File: config.mk
export PLATFORM = sky130hd
export DESIGN_NAME = tx_event_scheduler
export DESIGN_NICKNAME = d
export VERILOG_FILES = /design/src/rtl/tx_event_scheduler.sv
export SDC_FILE = /design/constraint.sdc
export NUM_CORES = 1
export LEC_CHECK = 0
export ABC_AREA = 0
export CORE_MARGIN = 5
export CORE_UTILIZATION = 55
export CTS_CLUSTER_DIAMETER = 60
export DETAILED_ROUTE_END_ITERATION = 8
export GPL_TIMING_DRIVEN = 0
export PLACE_DENSITY = 0.78
export SETUP_SLACK_MARGIN = 0.5
export SLEW_MARGIN = 20
export SYNTH_ARGS = -nofsm -noshare
export SYNTH_HDL_FRONTEND = slang
export SYNTH_SLANG_ARGS = --single-unit
File: constraint.sdc
create_clock -name clk -period 6.4 [get_ports clk]
set_input_delay 1.28 -clock clk [delete_from_list [all_inputs] [get_ports clk]]
set_output_delay 1.28 -clock clk [all_outputs]
set_load 0.01 [all_outputs]
File: src/rtl/tx_event_scheduler.sv
`timescale 1ns/1ps
// ---------------------------------------------------------------------------
// tx_event_scheduler
//
// Collects cardiac activation/pace events into a small FIFO of
// {header, timestamp} frames and hands them one at a time to a serial
// transmitter. Each frame is started with a one-cycle tx_go and is
// finished by the transmitter's tx_done pulse or by a timeout. An
// optional idle gap separates a completed frame from the next start.
//
// Parameters
//   DEPTH    FIFO entries (power of 2, >= 2)
//   TIMEOUT  max cycles spent waiting for tx_done (>= 1)
//   GAP      idle cycles after tx_done before the next frame (0 allowed)
//
// Ports
//   clk          in   rising-edge clock for all logic
//   rst_n        in   synchronous active-low reset
//   na1_ev       in   SA-node activation pulse          (atrial group)
//   apace_ev     in   atrial pace pulse                 (atrial group)
//   na3_ev       in   ventricular-node activation pulse (ventricular group)
//   vpace_ev     in   ventricular pace pulse            (ventricular group)
//   counter      in   free-running 32-bit timestamp
//   tx_done      in   transmitter frame-complete pulse
//   tx_go        out  one-cycle transmit start
//   tx_header    out  header of the frame being sent
//   tx_counter   out  timestamp of the frame being sent
//   level        out  FIFO occupancy
//   busy         out  a frame is in flight (GO/WAIT/HOLD)
//   drop_count   out  saturating count of events lost to a full FIFO
//   timeout_err  out  sticky flag, set when tx_done never arrived
// ---------------------------------------------------------------------------
module tx_event_scheduler #(
    parameter int DEPTH   = 4,
    parameter int TIMEOUT = 1023,
    parameter int GAP     = 1
) (
    input  logic                     clk,
    input  logic                     rst_n,
    input  logic                     na1_ev,
    input  logic                     apace_ev,
    input  logic                     na3_ev,
    input  logic                     vpace_ev,
    input  logic [31:0]              counter,
    input  logic                     tx_done,
    output logic                     tx_go,
    output logic [7:0]               tx_header,
    output logic [31:0]              tx_counter,
    output logic [$clog2(DEPTH):0]   level,
    output logic                     busy,
    output logic [7:0]               drop_count,
    output logic                     timeout_err
);

    localparam int PW = $clog2(DEPTH);
    localparam int LW = PW + 1;
    localparam int TW = $clog2(TIMEOUT + 1);
    localparam int GW = (GAP > 1) ? $clog2(GAP) : 1;

    localparam logic [TW-1:0] TMO_LIMIT = TW'(TIMEOUT);
    localparam logic [GW-1:0] GAP_LAST  = GW'((GAP > 0) ? (GAP - 1) : 0);

    localparam logic [1:0] S_IDLE = 2'd0;
    localparam logic [1:0] S_GO   = 2'd1;
    localparam logic [1:0] S_WAIT = 2'd2;
    localparam logic [1:0] S_HOLD = 2'd3;

    // With no gap configured a completed frame goes straight back to IDLE.
    localparam logic [1:0] S_AFTER_DONE = (GAP > 0) ? S_HOLD : S_IDLE;

    logic [39:0]   r_mem [DEPTH];
    logic [PW-1:0] r_wrPtr;
    logic [PW-1:0] r_rdPtr;
    logic [LW-1:0] r_level;
    logic [7:0]    r_dropCount;

    logic [1:0]    r_state;
    logic [TW-1:0] r_tmoCnt;
    logic [GW-1:0] r_gapCnt;
    logic [7:0]    r_txHeader;
    logic [31:0]   r_txCounter;
    logic          r_timeoutErr;

    logic          w_aValid;
    logic          w_vValid;
    logic [7:0]    w_aHeader;
    logic [7:0]    w_vHeader;
    logic [LW-1:0] w_free;
    logic          w_pushA;
    logic          w_pushV;
    logic [1:0]    w_pushCount;
    logic [1:0]    w_drops;
    logic [8:0]    w_dropSum;
    logic          w_pop;
    logic [PW-1:0] w_vAddr;
    logic [LW-1:0] w_levelNext;
    logic [TW-1:0] w_tmoNext;

    // Atrial headers are 1..3 and ventricular headers 4..6; the two-bit
    // event pair maps directly onto the low bits of the code.
    assign w_aValid  = na1_ev | apace_ev;
    assign w_vValid  = na3_ev | vpace_ev;
    assign w_aHeader = {6'd0, apace_ev, na1_ev};
    assign w_vHeader = 8'd3 + {6'd0, vpace_ev, na3_ev};

    // Space is judged from the occupancy at the start of the cycle, so a
    // pop in the same cycle never makes room. The atrial entry has first
    // claim on a single free slot.
    assign w_free      = LW'(DEPTH) - r_level;
    assign w_pushA     = w_aValid && (w_free != '0);
    assign w_pushV     = w_vValid && (w_aValid ? (w_free >= LW'(2)) : (w_free != '0));
    assign w_pushCount = {1'b0, w_pushA} + {1'b0, w_pushV};
    assign w_drops     = {1'b0, w_aValid & ~w_pushA} + {1'b0, w_vValid & ~w_pushV};
    assign w_dropSum   = {1'b0, r_dropCount} + {7'd0, w_drops};
    assign w_vAddr     = r_wrPtr + PW'(w_pushA);

    assign w_pop       = (r_state == S_IDLE) && (r_level != '0);
    assign w_levelNext = r_level + LW'(w_pushCount) - LW'(w_pop);
    assign w_tmoNext   = r_tmoCnt + TW'(1);

    // Storage needs no reset: occupancy and pointers define what is valid.
    always_ff @(posedge clk) begin
        if (rst_n) begin
            if (w_pushA) begin
                r_mem[r_wrPtr] <= {w_aHeader, counter};
            end
            if (w_pushV) begin
                r_mem[w_vAddr] <= {w_vHeader, counter};
            end
        end
    end

    always_ff @(posedge clk) begin
        if (!rst_n) begin
            r_wrPtr     <= '0;
            r_rdPtr     <= '0;
            r_level     <= '0;
            r_dropCount <= '0;
        end else begin
            r_wrPtr <= r_wrPtr + PW'(w_pushCount);
            if (w_pop) begin
                r_rdPtr <= r_rdPtr + PW'(1);
            end
            r_level <= w_levelNext;
            if (w_dropSum > 9'd255) begin
                r_dropCount <= 8'd255;
            end else begin
                r_dropCount <= w_dropSum[7:0];
            end
        end
    end

    // Frame sequencer. tx_done is honoured in GO as well as WAIT so a very
    // fast transmitter is not mistaken for a timeout.
    always_ff @(posedge clk) begin
        if (!rst_n) begin
            r_state      <= S_IDLE;
            r_tmoCnt     <= '0;
            r_gapCnt     <= '0;
            r_txHeader   <= '0;
            r_txCounter  <= '0;
            r_timeoutErr <= 1'b0;
        end else begin
            case (r_state)
                S_IDLE: begin
                    if (w_pop) begin
                        {r_txHeader, r_txCounter} <= r_mem[r_rdPtr];
                        r_state <= S_GO;
                    end
                end
                S_GO: begin
                    r_tmoCnt <= '0;
                    r_gapCnt <= '0;
                    if (tx_done) begin
                        r_state <= S_AFTER_DONE;
                    end else begin
                        r_state <= S_WAIT;
                    end
                end
                S_WAIT: begin
                    if (tx_done) begin
                        r_gapCnt <= '0;
                        r_state  <= S_AFTER_DONE;
                    end else if (w_tmoNext == TMO_LIMIT) begin
                        r_timeoutErr <= 1'b1;
                        r_state      <= S_IDLE;
                    end else begin
                        r_tmoCnt <= w_tmoNext;
                    end
                end
                S_HOLD: begin
                    if (r_gapCnt == GAP_LAST) begin
                        r_state <= S_IDLE;
                    end else begin
                        r_gapCnt <= r_gapCnt + GW'(1);
                    end
                end
                default: begin
                    r_state <= S_IDLE;
                end
            endcase
        end
    end

    assign tx_go       = (r_state == S_GO);
    assign busy        = (r_state != S_IDLE);
    assign tx_header   = r_txHeader;
    assign tx_counter  = r_txCounter;
    assign level       = r_level;
    assign drop_count  = r_dropCount;
    assign timeout_err = r_timeoutErr;

endmodule

==> results summary <==
The run finished with clean final reports. The number of global-route vias before repair is 5226. The global-route usage over all layers came out at 0.1967. The source-to-sink clock delay at the later pin of the worst-skew pair is 0.51 ns. The class of the tightest hold or removal check is flip-flop to flip-flop. The most used flip-flop cell after synthesis is edfxtp_1. The number of iterations in the first detailed-routing pass is 5. Setup repair after global routing left no endpoint under its margin. The proportion of layout cells with a drive suffix above 1 came out at 0.1414. 93 I/O pins were placed.

The distinct cell type count of the synthesized netlist came out at 50. The CTS buffer count came out at 22. The count of routing violations after the opening detailed-route iteration came out at 269. The number of standard cells in the final layout excluding fillers is 884. The worst setup path is captured at a flip-flop. The cell count after synthesis came out at 561. The count of unresolved DRC violations after routing came out at 0. The die span in x is 131.2 um. The diode insertion count for antenna repair is 0. The pin slew with the least headroom to its limit came out at 0.7981 ns. Across the run, the number of max-cap violations was 0. The power density over the cells is 468.3 nW/um2. The root buffer cell chosen for the clock tree is clkbuf_16. After floorplanning, the core was divided into 44 placement rows. The worst slew slack as a fraction of its limit is 0.4659. The final sum of negative setup slack is 0 ns. The number of nets with antenna violations after routing came out at 0. The routed design has 17060 um of wire. The worst setup path is launched from an input port. The H-tree level count came out at 1. The leading area contributor after synthesis is edfxtp_1. No sink is reached through more buffers than the 3 on the longest clock path.

Averaged over all synthesized cells, the footprint is 14.40 um2. The most common cell in the synthesized netlist is edfxtp_1. Setup violations remaining at the end of the flow were counted as 0.

The first global-routing pass estimated 27310 um of wire. Sorting the synthesized cells by area gives the leading types as edfxtp_1, dfxtp_1, mux4_2, nand2_1, a21oi_1. The initial core utilization is 0.5580. The highest clock rate came out at 262.8 MHz. Across the VDD grid, the largest voltage drop is 287.6 uV. In the synthesized netlist the async set-or-reset flop fraction comes to 0. The number of inserted filler cells in the final layout came out at 955. The share of synthesized area in the top cell type comes to 0.5204.

The minimum clock period after layout came out at 3.805 ns. Counting flops and latches in the post-synthesis netlist gives 203. Between clock sinks in the finished design, the worst skew comes to 0.02507 ns. From bottom edge to top edge, the die measures 131.2 um. TritonCTS built the clock tree. The Yosys step of the flow raised 0 warnings.

The number of antenna violations at the first check in global routing is 0. The count of endpoints failing hold in the final timing report came out at 0. The region available for standard cell placement spans 14480 um2. The hold path startpoint is tx_counter[21]. The pin count of the biggest net entering global routing came out at 19. The final net count came out at 741. The routed layout has 4964 vias. Dividing the final minimum period by the clock period gives 0.5946. After clock tree synthesis, the clock-pin slew on the worst setup and hold paths is 0.06 ns. The clock net sink count is 203. The worst path required time came out at 6.62 ns. Routability-driven placement finished with a final weighted congestion of 0.8134.

The sequential share of the synthesized area came out at 0.6765. The total overflow left after global routing is 0. The maximum fanout along the worst path is 18. The count of hold buffers inserted by post-cts repair is 0. Once the clock tree was built, the resizer swapped 0 gates to a different size. The count of port buffers added during placement came out at 87. The number of flops mapped to enable cells by yosys is 140. STA puts the critical path data arrival time at 4.02 ns. The cell area after layout is 10100 um2.

The half-perimeter wire length after detailed placement is 11560 um. The signed area change from the synthesized netlist to the final layout is 25.00%. The placed cell area came out at 9390 um2. The area of combinational cells with multiple inputs is 2452 um2. The per-cell via count in the routed design is 5.615. The total standard cell area after synthesis is 8079 um2. The register area is 5465 um2. The leakage power summed over all cells is 0.003497 uW. After synthesis, the most frequently instantiated cells are edfxtp_1, nand2_1, dfxtp_1, a21oi_1, mux4_2.

The critical path in this run is classified as input port to flip-flop. The startpoint identified for the worst register-to-register timing path is level[0]. On the final layout, the worst hold slack is 0.4534 ns.

The area enclosed by the die boundary came out at 17210 um2. The setup fix buffers added after clock tree synthesis is 0. The most critical setup path has its startpoint at apace_ev. The number of pins with negative max-slew slack in the final report came to 0. The number of placed instances with taps included is 844. The detail-routed net length per standard cell is 19.30 um.
-- worst max-delay path, stage by stage --
cell and delay [ns]:
clkdlybuf4s50_1 0.63, or2_2 0.21, nor2b_1 0.33, ha_1 0.26, xor2_1 0.25, nand4_1 0.35, o21ai_4 0.44, buf_16 0.25
-- area by class of cell --
cell class	count	share of cell area
Sequential cell	203	0.5412
Clock buffer	29	0.06009
Tap cell	184	0.02280
Clock inverter	11	0.01004
Buffer	31	0.01536
Inverter	19	0.007062
Multi-Input combinational cell	312	0.2428
Timing Repair Buffer	95	0.1006
-- kinds of logic after synthesis --
family	count (synthesis)	synth area share
mux	37	0.1002
buf+inv	50	0.02803
xor+xnor	15	0.01626
simple gates	160	0.09091
compound gates	77	0.05792
fa+ha+maj	18	0.02974
other cells	1	0.0004642
flops	203	0.6765
-- placed cells by master, fill, tap and decap left out, types with 16 or more instances in the layout --
cell	synthesis	final
dfxtp_1	63	63
edfxtp_1	140	140
ha_1	16	16
a21oi_1	46	46
nand2_1	92	92
clkbuf_1	15	19
nor2_1	19	19
clkbuf_16	0	22
clkdlybuf4s50_1	0	87
mux4_2	35	35
inv_1	17	17
-- stage by stage --
step,util,total power [uW],setup slack (ns)
6_report,0.6975,4729,2.595
2_1_floorplan,-,2872,1.528
4_1_cts,0.6975,4784,2.619
5_1_grt,0.6975,4993,2.486
3_5_place_dp,0.6485,3559,2.134
3_3_place_gp,0.6351,3428,-1.326
-- path summary, 6_finish.rpt --
kind              slack, ns              to  cells after the start
setup / recovery       2.59     r_mem[3][9]                      8
hold / removal         0.45  tx_counter[21]                      2
setup reg to reg       2.78        level[2]                     14
hold reg to reg        0.45  tx_counter[21]                      2
-- where the power goes --
part           total [uW]  switching [uW]  leakage [uW]  internal (uW)
Sequential           1980             147       0.00180           1830
Clock                1210             496      0.000343            711
Combinational        1540             832       0.00135            711
-- sequential cells by signal (all words and copies together) (netlist names) --
signal,cells
drop_count,8
r_state,2
r_rdPtr,2
tx_counter,32
level,3
r_tmoCnt,10
timeout_err,1
r_wrPtr,2
r_mem,140
tx_header,3
-- routing by layer --
layer	routed length, um	track usage	part of all wire	up-vias
li1	-	-	-	2318
met1	7039	0.2521	0.41	2470
met2	8665	0.3349	0.51	152
met3	1040	0.04511	0.061	24
met4	313	0.06120	0.018	0
met5	0	0	0	-
No activity file was read; power rests on OpenSTA's default activity.
